File: config.mk
export PLATFORM = sky130hd
export DESIGN_NAME = lram_write_sequencer_flat
export DESIGN_NICKNAME = d
export VERILOG_FILES = /design/src/rtl/lram_write_sequencer_if.sv /design/src/rtl/lram_write_sequencer.sv /design/src/flat_wrapper.sv
export SDC_FILE = /design/constraint.sdc
export NUM_CORES = 1
export LEC_CHECK = 0
export ABC_AREA = 1
export BUFFER_PORTS_ARGS = -buffer_cell sky130_fd_sc_hd__buf_4
export CAP_MARGIN = 20
export CORE_MARGIN = 2
export CORE_UTILIZATION = 50
export DETAILED_ROUTE_END_ITERATION = 7
export PLACE_DENSITY = 0.79
export SLEW_MARGIN = 40
export SYNTH_ARGS = -nofsm -noshare
export SYNTH_HDL_FRONTEND = slang
export SYNTH_SLANG_ARGS = --single-unit
File: constraint.sdc
create_clock -name SYSCLK -period 1.7 [get_ports SYSCLK]
set_input_delay 0.17 -clock SYSCLK [delete_from_list [all_inputs] [get_ports SYSCLK]]
set_output_delay 0.17 -clock SYSCLK [all_outputs]
set_load 0.02 [all_outputs]
File: src/rtl/lram_write_sequencer_if.sv
// DMA-side header/byte handshakes plus the line_ram strobe bundle driven by lram_write_sequencer.
interface lram_write_sequencer_if;
  logic       hdr_valid;
  logic       hdr_ready;
  logic [7:0] hdr_hpos;
  logic [2:0] hdr_palette;
  logic       hdr_wm;
  logic [4:0] hdr_width;
  logic       pix_valid;
  logic       pix_ready;
  logic [7:0] pix_data;
  logic       line_end;
  logic [7:0] lram_input_addr;
  logic [2:0] lram_palette;
  logic       lram_wm;
  logic       lram_input_w;
  logic       lram_palette_w;
  logic       lram_wm_w;
  logic [7:0] lram_pixels;
  logic       lram_pixels_w;
  logic       lram_swap;
  logic       obj_done;
  logic       truncated;
  logic       busy;

  modport master (
    output hdr_valid, hdr_hpos, hdr_palette, hdr_wm, hdr_width,
    output pix_valid, pix_data, line_end,
    input  hdr_ready, pix_ready,
    input  lram_input_addr, lram_palette, lram_wm,
    input  lram_input_w, lram_palette_w, lram_wm_w,
    input  lram_pixels, lram_pixels_w, lram_swap,
    input  obj_done, truncated, busy
  );

  modport slave (
    input  hdr_valid, hdr_hpos, hdr_palette, hdr_wm, hdr_width,
    input  pix_valid, pix_data, line_end,
    output hdr_ready, pix_ready,
    output lram_input_addr, lram_palette, lram_wm,
    output lram_input_w, lram_palette_w, lram_wm_w,
    output lram_pixels, lram_pixels_w, lram_swap,
    output obj_done, truncated, busy
  );
endinterface

File: src/rtl/lram_write_sequencer.sv
// Turns DMA object headers and graphics bytes into line_ram setup/pixel strobes for one scanline,
// and issues the end-of-line buffer swap only in cycles free of pixel writes.
module lram_write_sequencer #(
  parameter int unsigned BYTE_GAP = 0
) (
  input logic                   SYSCLK,
  input logic                   RESET,
  lram_write_sequencer_if.slave bus
);
  localparam int unsigned CNT_W = 6;
  localparam int unsigned GAP_W = 3;

  typedef enum logic [2:0] {
    IDLE   = 3'd0,
    SETUP  = 3'd1,
    STREAM = 3'd2,
    FLUSH  = 3'd3,
    SWAP   = 3'd4
  } state_t;

  state_t           state, state_nxt;
  logic             swap_pend, swap_pend_nxt;
  logic [CNT_W-1:0] count, count_nxt;
  logic [GAP_W-1:0] gap, gap_nxt;

  logic hdr_ready_c, pix_ready_c, busy_c;
  logic hdr_hs, pix_hs;
  logic setup_w_nxt, pixels_w_nxt, obj_done_nxt, truncated_nxt;

  logic [7:0] input_addr_q;
  logic [2:0] palette_q;
  logic       wm_q;
  logic       setup_w_q;
  logic [7:0] pixels_q;
  logic       pixels_w_q;
  logic       swap_q;
  logic       obj_done_q;
  logic       truncated_q;

  // A LINE_END in IDLE wins over a header offered in the same cycle.
  assign hdr_ready_c = (state == IDLE) && !swap_pend && !bus.line_end && !RESET;
  assign pix_ready_c = (state == STREAM) && (gap == GAP_W'(0)) && !RESET;
  assign busy_c      = (state != IDLE) && !RESET;
  assign hdr_hs      = bus.hdr_valid && hdr_ready_c;
  assign pix_hs      = bus.pix_valid && pix_ready_c;

  always_comb begin
    state_nxt     = state;
    swap_pend_nxt = swap_pend | bus.line_end;
    count_nxt     = count;
    gap_nxt       = gap;
    setup_w_nxt   = 1'b0;
    pixels_w_nxt  = 1'b0;
    obj_done_nxt  = 1'b0;
    truncated_nxt = 1'b0;
    case (state)
      IDLE: begin
        if (swap_pend || bus.line_end) begin
          state_nxt = SWAP;
        end else if (hdr_hs) begin
          state_nxt   = SETUP;
          count_nxt   = (bus.hdr_width == 5'd0) ? CNT_W'(32) : CNT_W'(bus.hdr_width);
          gap_nxt     = GAP_W'(0);
          setup_w_nxt = 1'b1;
        end
      end
      SETUP: begin
        if (bus.line_end) begin
          state_nxt     = FLUSH;
          truncated_nxt = 1'b1;
        end else begin
          state_nxt = STREAM;
        end
      end
      STREAM: begin
        if (pix_hs) begin
          pixels_w_nxt = 1'b1;
          count_nxt    = count - CNT_W'(1);
          gap_nxt      = GAP_W'(BYTE_GAP);
        end else if (gap != GAP_W'(0)) begin
          gap_nxt = gap - GAP_W'(1);
        end
        // The last byte completes normally even if LINE_END arrives with it.
        if (pix_hs && (count == CNT_W'(1))) begin
          state_nxt    = IDLE;
          obj_done_nxt = 1'b1;
        end else if (bus.line_end) begin
          state_nxt     = FLUSH;
          truncated_nxt = 1'b1;
        end
      end
      FLUSH: state_nxt = SWAP;
      SWAP: begin
        state_nxt     = IDLE;
        swap_pend_nxt = bus.line_end;
      end
      default: state_nxt = IDLE;
    endcase
  end

  always_ff @(posedge SYSCLK) begin
    if (RESET) begin
      state        <= IDLE;
      swap_pend    <= 1'b0;
      count        <= '0;
      gap          <= '0;
      input_addr_q <= '0;
      palette_q    <= '0;
      wm_q         <= 1'b0;
      setup_w_q    <= 1'b0;
      pixels_q     <= '0;
      pixels_w_q   <= 1'b0;
      swap_q       <= 1'b0;
      obj_done_q   <= 1'b0;
      truncated_q  <= 1'b0;
    end else begin
      state       <= state_nxt;
      swap_pend   <= swap_pend_nxt;
      count       <= count_nxt;
      gap         <= gap_nxt;
      setup_w_q   <= setup_w_nxt;
      pixels_w_q  <= pixels_w_nxt;
      swap_q      <= (state_nxt == SWAP);
      obj_done_q  <= obj_done_nxt;
      truncated_q <= truncated_nxt;
      if (hdr_hs) begin
        input_addr_q <= bus.hdr_hpos;
        palette_q    <= bus.hdr_palette;
        wm_q         <= bus.hdr_wm;
      end
      if (pix_hs) begin
        pixels_q <= bus.pix_data;
      end
    end
  end

  assign bus.hdr_ready       = hdr_ready_c;
  assign bus.pix_ready       = pix_ready_c;
  assign bus.busy            = busy_c;
  assign bus.lram_input_addr = input_addr_q;
  assign bus.lram_palette    = palette_q;
  assign bus.lram_wm         = wm_q;
  assign bus.lram_input_w    = setup_w_q;
  assign bus.lram_palette_w  = setup_w_q;
  assign bus.lram_wm_w       = setup_w_q;
  assign bus.lram_pixels     = pixels_q;
  assign bus.lram_pixels_w   = pixels_w_q;
  assign bus.lram_swap       = swap_q;
  assign bus.obj_done        = obj_done_q;
  assign bus.truncated       = truncated_q;
endmodule
File: src/flat_wrapper.sv
// flat-port wrapper written by rule: the top's interface ports become plain ports
module lram_write_sequencer_flat 
#(
  parameter int unsigned BYTE_GAP = 0
)
  (SYSCLK, RESET, bus_hdr_valid, bus_hdr_hpos, bus_hdr_palette, bus_hdr_wm, bus_hdr_width, bus_pix_valid, bus_pix_data, bus_line_end, bus_hdr_ready, bus_pix_ready, bus_lram_input_addr, bus_lram_palette, bus_lram_wm, bus_lram_input_w, bus_lram_palette_w, bus_lram_wm_w, bus_lram_pixels, bus_lram_pixels_w, bus_lram_swap, bus_obj_done, bus_truncated, bus_busy);
  lram_write_sequencer_if bus_i ();
  input logic SYSCLK;
  input logic RESET;
  input wire logic [$bits(bus_i.hdr_valid)-1:0] bus_hdr_valid;
  input wire logic [$bits(bus_i.hdr_hpos)-1:0] bus_hdr_hpos;
  input wire logic [$bits(bus_i.hdr_palette)-1:0] bus_hdr_palette;
  input wire logic [$bits(bus_i.hdr_wm)-1:0] bus_hdr_wm;
  input wire logic [$bits(bus_i.hdr_width)-1:0] bus_hdr_width;
  input wire logic [$bits(bus_i.pix_valid)-1:0] bus_pix_valid;
  input wire logic [$bits(bus_i.pix_data)-1:0] bus_pix_data;
  input wire logic [$bits(bus_i.line_end)-1:0] bus_line_end;
  output wire logic [$bits(bus_i.hdr_ready)-1:0] bus_hdr_ready;
  output wire logic [$bits(bus_i.pix_ready)-1:0] bus_pix_ready;
  output wire logic [$bits(bus_i.lram_input_addr)-1:0] bus_lram_input_addr;
  output wire logic [$bits(bus_i.lram_palette)-1:0] bus_lram_palette;
  output wire logic [$bits(bus_i.lram_wm)-1:0] bus_lram_wm;
  output wire logic [$bits(bus_i.lram_input_w)-1:0] bus_lram_input_w;
  output wire logic [$bits(bus_i.lram_palette_w)-1:0] bus_lram_palette_w;
  output wire logic [$bits(bus_i.lram_wm_w)-1:0] bus_lram_wm_w;
  output wire logic [$bits(bus_i.lram_pixels)-1:0] bus_lram_pixels;
  output wire logic [$bits(bus_i.lram_pixels_w)-1:0] bus_lram_pixels_w;
  output wire logic [$bits(bus_i.lram_swap)-1:0] bus_lram_swap;
  output wire logic [$bits(bus_i.obj_done)-1:0] bus_obj_done;
  output wire logic [$bits(bus_i.truncated)-1:0] bus_truncated;
  output wire logic [$bits(bus_i.busy)-1:0] bus_busy;
  assign bus_i.hdr_valid = bus_hdr_valid;
  assign bus_i.hdr_hpos = bus_hdr_hpos;
  assign bus_i.hdr_palette = bus_hdr_palette;
  assign bus_i.hdr_wm = bus_hdr_wm;
  assign bus_i.hdr_width = bus_hdr_width;
  assign bus_i.pix_valid = bus_pix_valid;
  assign bus_i.pix_data = bus_pix_data;
  assign bus_i.line_end = bus_line_end;
  assign bus_hdr_ready = bus_i.hdr_ready;
  assign bus_pix_ready = bus_i.pix_ready;
  assign bus_lram_input_addr = bus_i.lram_input_addr;
  assign bus_lram_palette = bus_i.lram_palette;
  assign bus_lram_wm = bus_i.lram_wm;
  assign bus_lram_input_w = bus_i.lram_input_w;
  assign bus_lram_palette_w = bus_i.lram_palette_w;
  assign bus_lram_wm_w = bus_i.lram_wm_w;
  assign bus_lram_pixels = bus_i.lram_pixels;
  assign bus_lram_pixels_w = bus_i.lram_pixels_w;
  assign bus_lram_swap = bus_i.lram_swap;
  assign bus_obj_done = bus_i.obj_done;
  assign bus_truncated = bus_i.truncated;
  assign bus_busy = bus_i.busy;
  lram_write_sequencer #(.BYTE_GAP(BYTE_GAP)) u_core (.SYSCLK(SYSCLK), .RESET(RESET), .bus(bus_i));
endmodule
==> impl_metrics.json <==
{
  "post-route-util_pct": 68.5,
  "outcome": "completed",
  "worstMarginPinSlew_ps": 443,
  "max-vdd-ir-drop_uv": 531,
  "synth_compound_area_share_pct": 9.31,
  "clkTransAtPathRegs_ps": 110,
  "worstPathRequired_ps": 1530,
  "crit_start": "u_core.gap[0]$_SDFFE_PP0P_",
  "die_area_mm2": 0.00410,
  "final_common_cell": "nand2_1",
  "crit_slowest_cell": "dfxtp_1",
  "dp_hpwl_um": 2900,
  "crit_type": "flop to output pin",
  "rr_endpoint": "u_core.bus.truncated$_SDFF_PP0_",
  "cts_made_buffers": 5,
  "firstDrtPassIters": 4,
  "grt_antenna_before_repair": 0,
  "drc": 0,
  "first_iter_violations": 109,
  "fin_ws_ps": 104,
  "io_buffers": 59,
  "reg2reg_depth": 10,
  "placed_area_mm2": 0.00224,
  "ant_nets": 0,
  "hp-class": "input pin to flop",
  "crit_chain": "inv_2 -> ha_1 -> ha_2 -> nand2_4 -> nor2_4 -> buf_6",
  "tritoncts": "built",
  "first_global_vias": 1519,
  "cts_max_level": 2,
  "finalSetupViolations": 0,
  "cp_slowest_stage_delay_ps": 330,
  "wire_per_inst_um": 11.1,
  "placed_cells": 345,
  "power_mw": 1.88,
  "reg2reg_from": "u_core.gap[0]$_SDFFE_PP0P_",
  "critical-path-top-delay-family": "adder cells",
  "grt_pass1_wl_um": 6530,
  "yosys.area_share.adder_pct": 2.78,
  "worstHoldStart": "bus_hdr_wm",
  "netlist_area_mm2": 0.00180,
  "clk_path_buf_depth": 2,
  "die_h_um": 64.0,
  "routed_wl_um": 3940,
  "clk_latency_ps": 340,
  "num_vias": 1709,
  "synth_top_family_by_area": "simple AND/OR/NAND/NOR gates",
  "yosys.area.top_type": "dfxtp_1",
  "synth_seq_cells": 38,
  "slew_violations": 0,
  "finalNetCount": 341,
  "endpoint": "bus_pix_ready",
  "netlist_instances": 248,
  "pin_count": 60,
  "timing.hold.ws_ps": 23.1,
  "synthSimpleGateAreaFrac_pct": 35.2,
  "root_buffer": "clkbuf_4",
  "grt_max_degree": 24,
  "yosysSeqAreaShare_pct": 42.3,
  "die-width_um": 64.0,
  "netlist_top_cells_area": "dfxtp_1 42%, nand2_1 15%, nand3_1 6.9%",
  "max-slew-margin-rel_pct": 70.3,
  "worst-path-buf-inv": 2,
  "drive_gt1_share_pct": 28.2,
  "cts_sinks": 38,
  "period_share_pct": 93.9,
  "final_cell_mix": "74 x nand2_1, 59 x buf_4, 38 x dfxtp_1",
  "cp_max_fo": 5,
  "postCtsSetupRepairBufs": 0,
  "ys_types": 29,
  "design_area_mm2": 0.00232,
  "core_area_mm2": 0.00339,
  "tns_ps": 0,
  "period_needed_ps": 1600,
  "path_depth": 6,
  "cp-start-kind": "flop",
  "postSynthAreaPerCell_um2": 7.26,
  "end_kind": "output pin",
  "finalClockSkew_ps": 11.7,
  "grt_usage_pct": 20.3,
  "gp_congestion": 0.865,
  "rows": 21,
  "synth.area.mux_share_pct": 0,
  "num_antenna_cells": 0,
  "synth_nets": 282,
  "vias_per_cell": 4.83,
  "cap_violations": 0,
  "stdcell_count": 354,
  "rsz0062_at_grt": "no",
  "p_leak_nw": 1.16,
  "yosysWarningCount": 0,
  "r2r_slack_ps": 170,
  "pwr_density_cell_mw_per_mm2": 808,
  "overflow": 0,
  "start_util_pct": 53.1,
  "post-place-ws_ps": 145,
  "finalHoldViolCount": 0,
  "yosysTopAreaCellShare_pct": 42.3,
  "worst_ep_arrival_time_ps": 1430,
  "timing.fmax_ghz": 0.627,
  "synthToLayoutAreaGrowth_pct": 29.0,
  "synth-xor-area-share_pct": 0
}
metal layers:
metal	GRT usage, %	wire length (um)	up-vias
met1	24.5	1790	756
met5	0	0	-
met2	33.9	1860	47
li1	-	-	902
met3	6.87	244	4
met4	6.25	42	0
sequential cells by signal (all words and copies together) (netlist names), 3 cells and up:
name	cells
u_core.bus.lram_input_addr	8
u_core.bus.lram_palette	3
u_core.bus.lram_pixels	8
u_core.count	6
u_core.gap	3
u_core.state	3
cell usage after synthesis (all sizes together):
cell,number
nand2,80
nor2,29
o21ai,6
ha,4
buf,8
clkinv,2
inv,27
nand4,1
a21oi,19
o211ai,4
nand3,27
clkbuf,1
nor3,1
a311oi,1
dfxtp,38
worst min-delay path by stage:
stage | depth (start not counted) | end | slack, ps
2_1_floorplan | 2 | u_core.bus.lram_input_addr[5]$_SDFFE_PP0P_ | 280
3_3_place_gp | 3 | u_core.bus.lram_palette[0]$_SDFFE_PP0P_ | 360
3_5_place_dp | 3 | u_core.bus.lram_input_addr[3]$_SDFFE_PP0P_ | 370
4_1_cts | 3 | u_core.bus.lram_input_addr[6]$_SDFFE_PP0P_ | 10
5_1_grt | 3 | u_core.bus.lram_input_addr[0]$_SDFFE_PP0P_ | 7
6_report | 3 | u_core.bus.lram_wm$_SDFFE_PP0P_ | 20
power by group:
group / leakage, nW / internal (mW) / switching [mW] / total, mW
combinational: 0.816 / 0.170 / 0.238 / 0.408
clock: 0.0343 / 0.199 / 0.299 / 0.498
sequential: 0.309 / 0.938 / 0.0322 / 0.971
cells by family (layout without fill, tap and decap cells):
kind of cell / Yosys count / after routing
DFF: 38 / 38
buffers and inverters: 38 / 98
adders and majority gates: 4 / 4
and+or+nand+nor: 138 / 138
AOI/OAI and AO/OA: 30 / 30
layout make-up:
cell class,instances,area (um2)
well taps,46,57.6
clock buffers,6,51.3
flip-flops and latches,38,761
fillers,317,1070
repair buffers,61,464
inverters,29,123
multi-input cells,172,853
clock inverters,2,12.5
worst min-delay path: stages:
cell and delay (ps):
buf_4 80, nand2_1 40, nand2_1 50
what timing repair did:
action	CTS	global route
hold endpoints to repair	0	1
endpoints found under the setup margin	0	1
resized for setup	0	3
hold buffers	0	1
(Power assumes the default switching activity.)
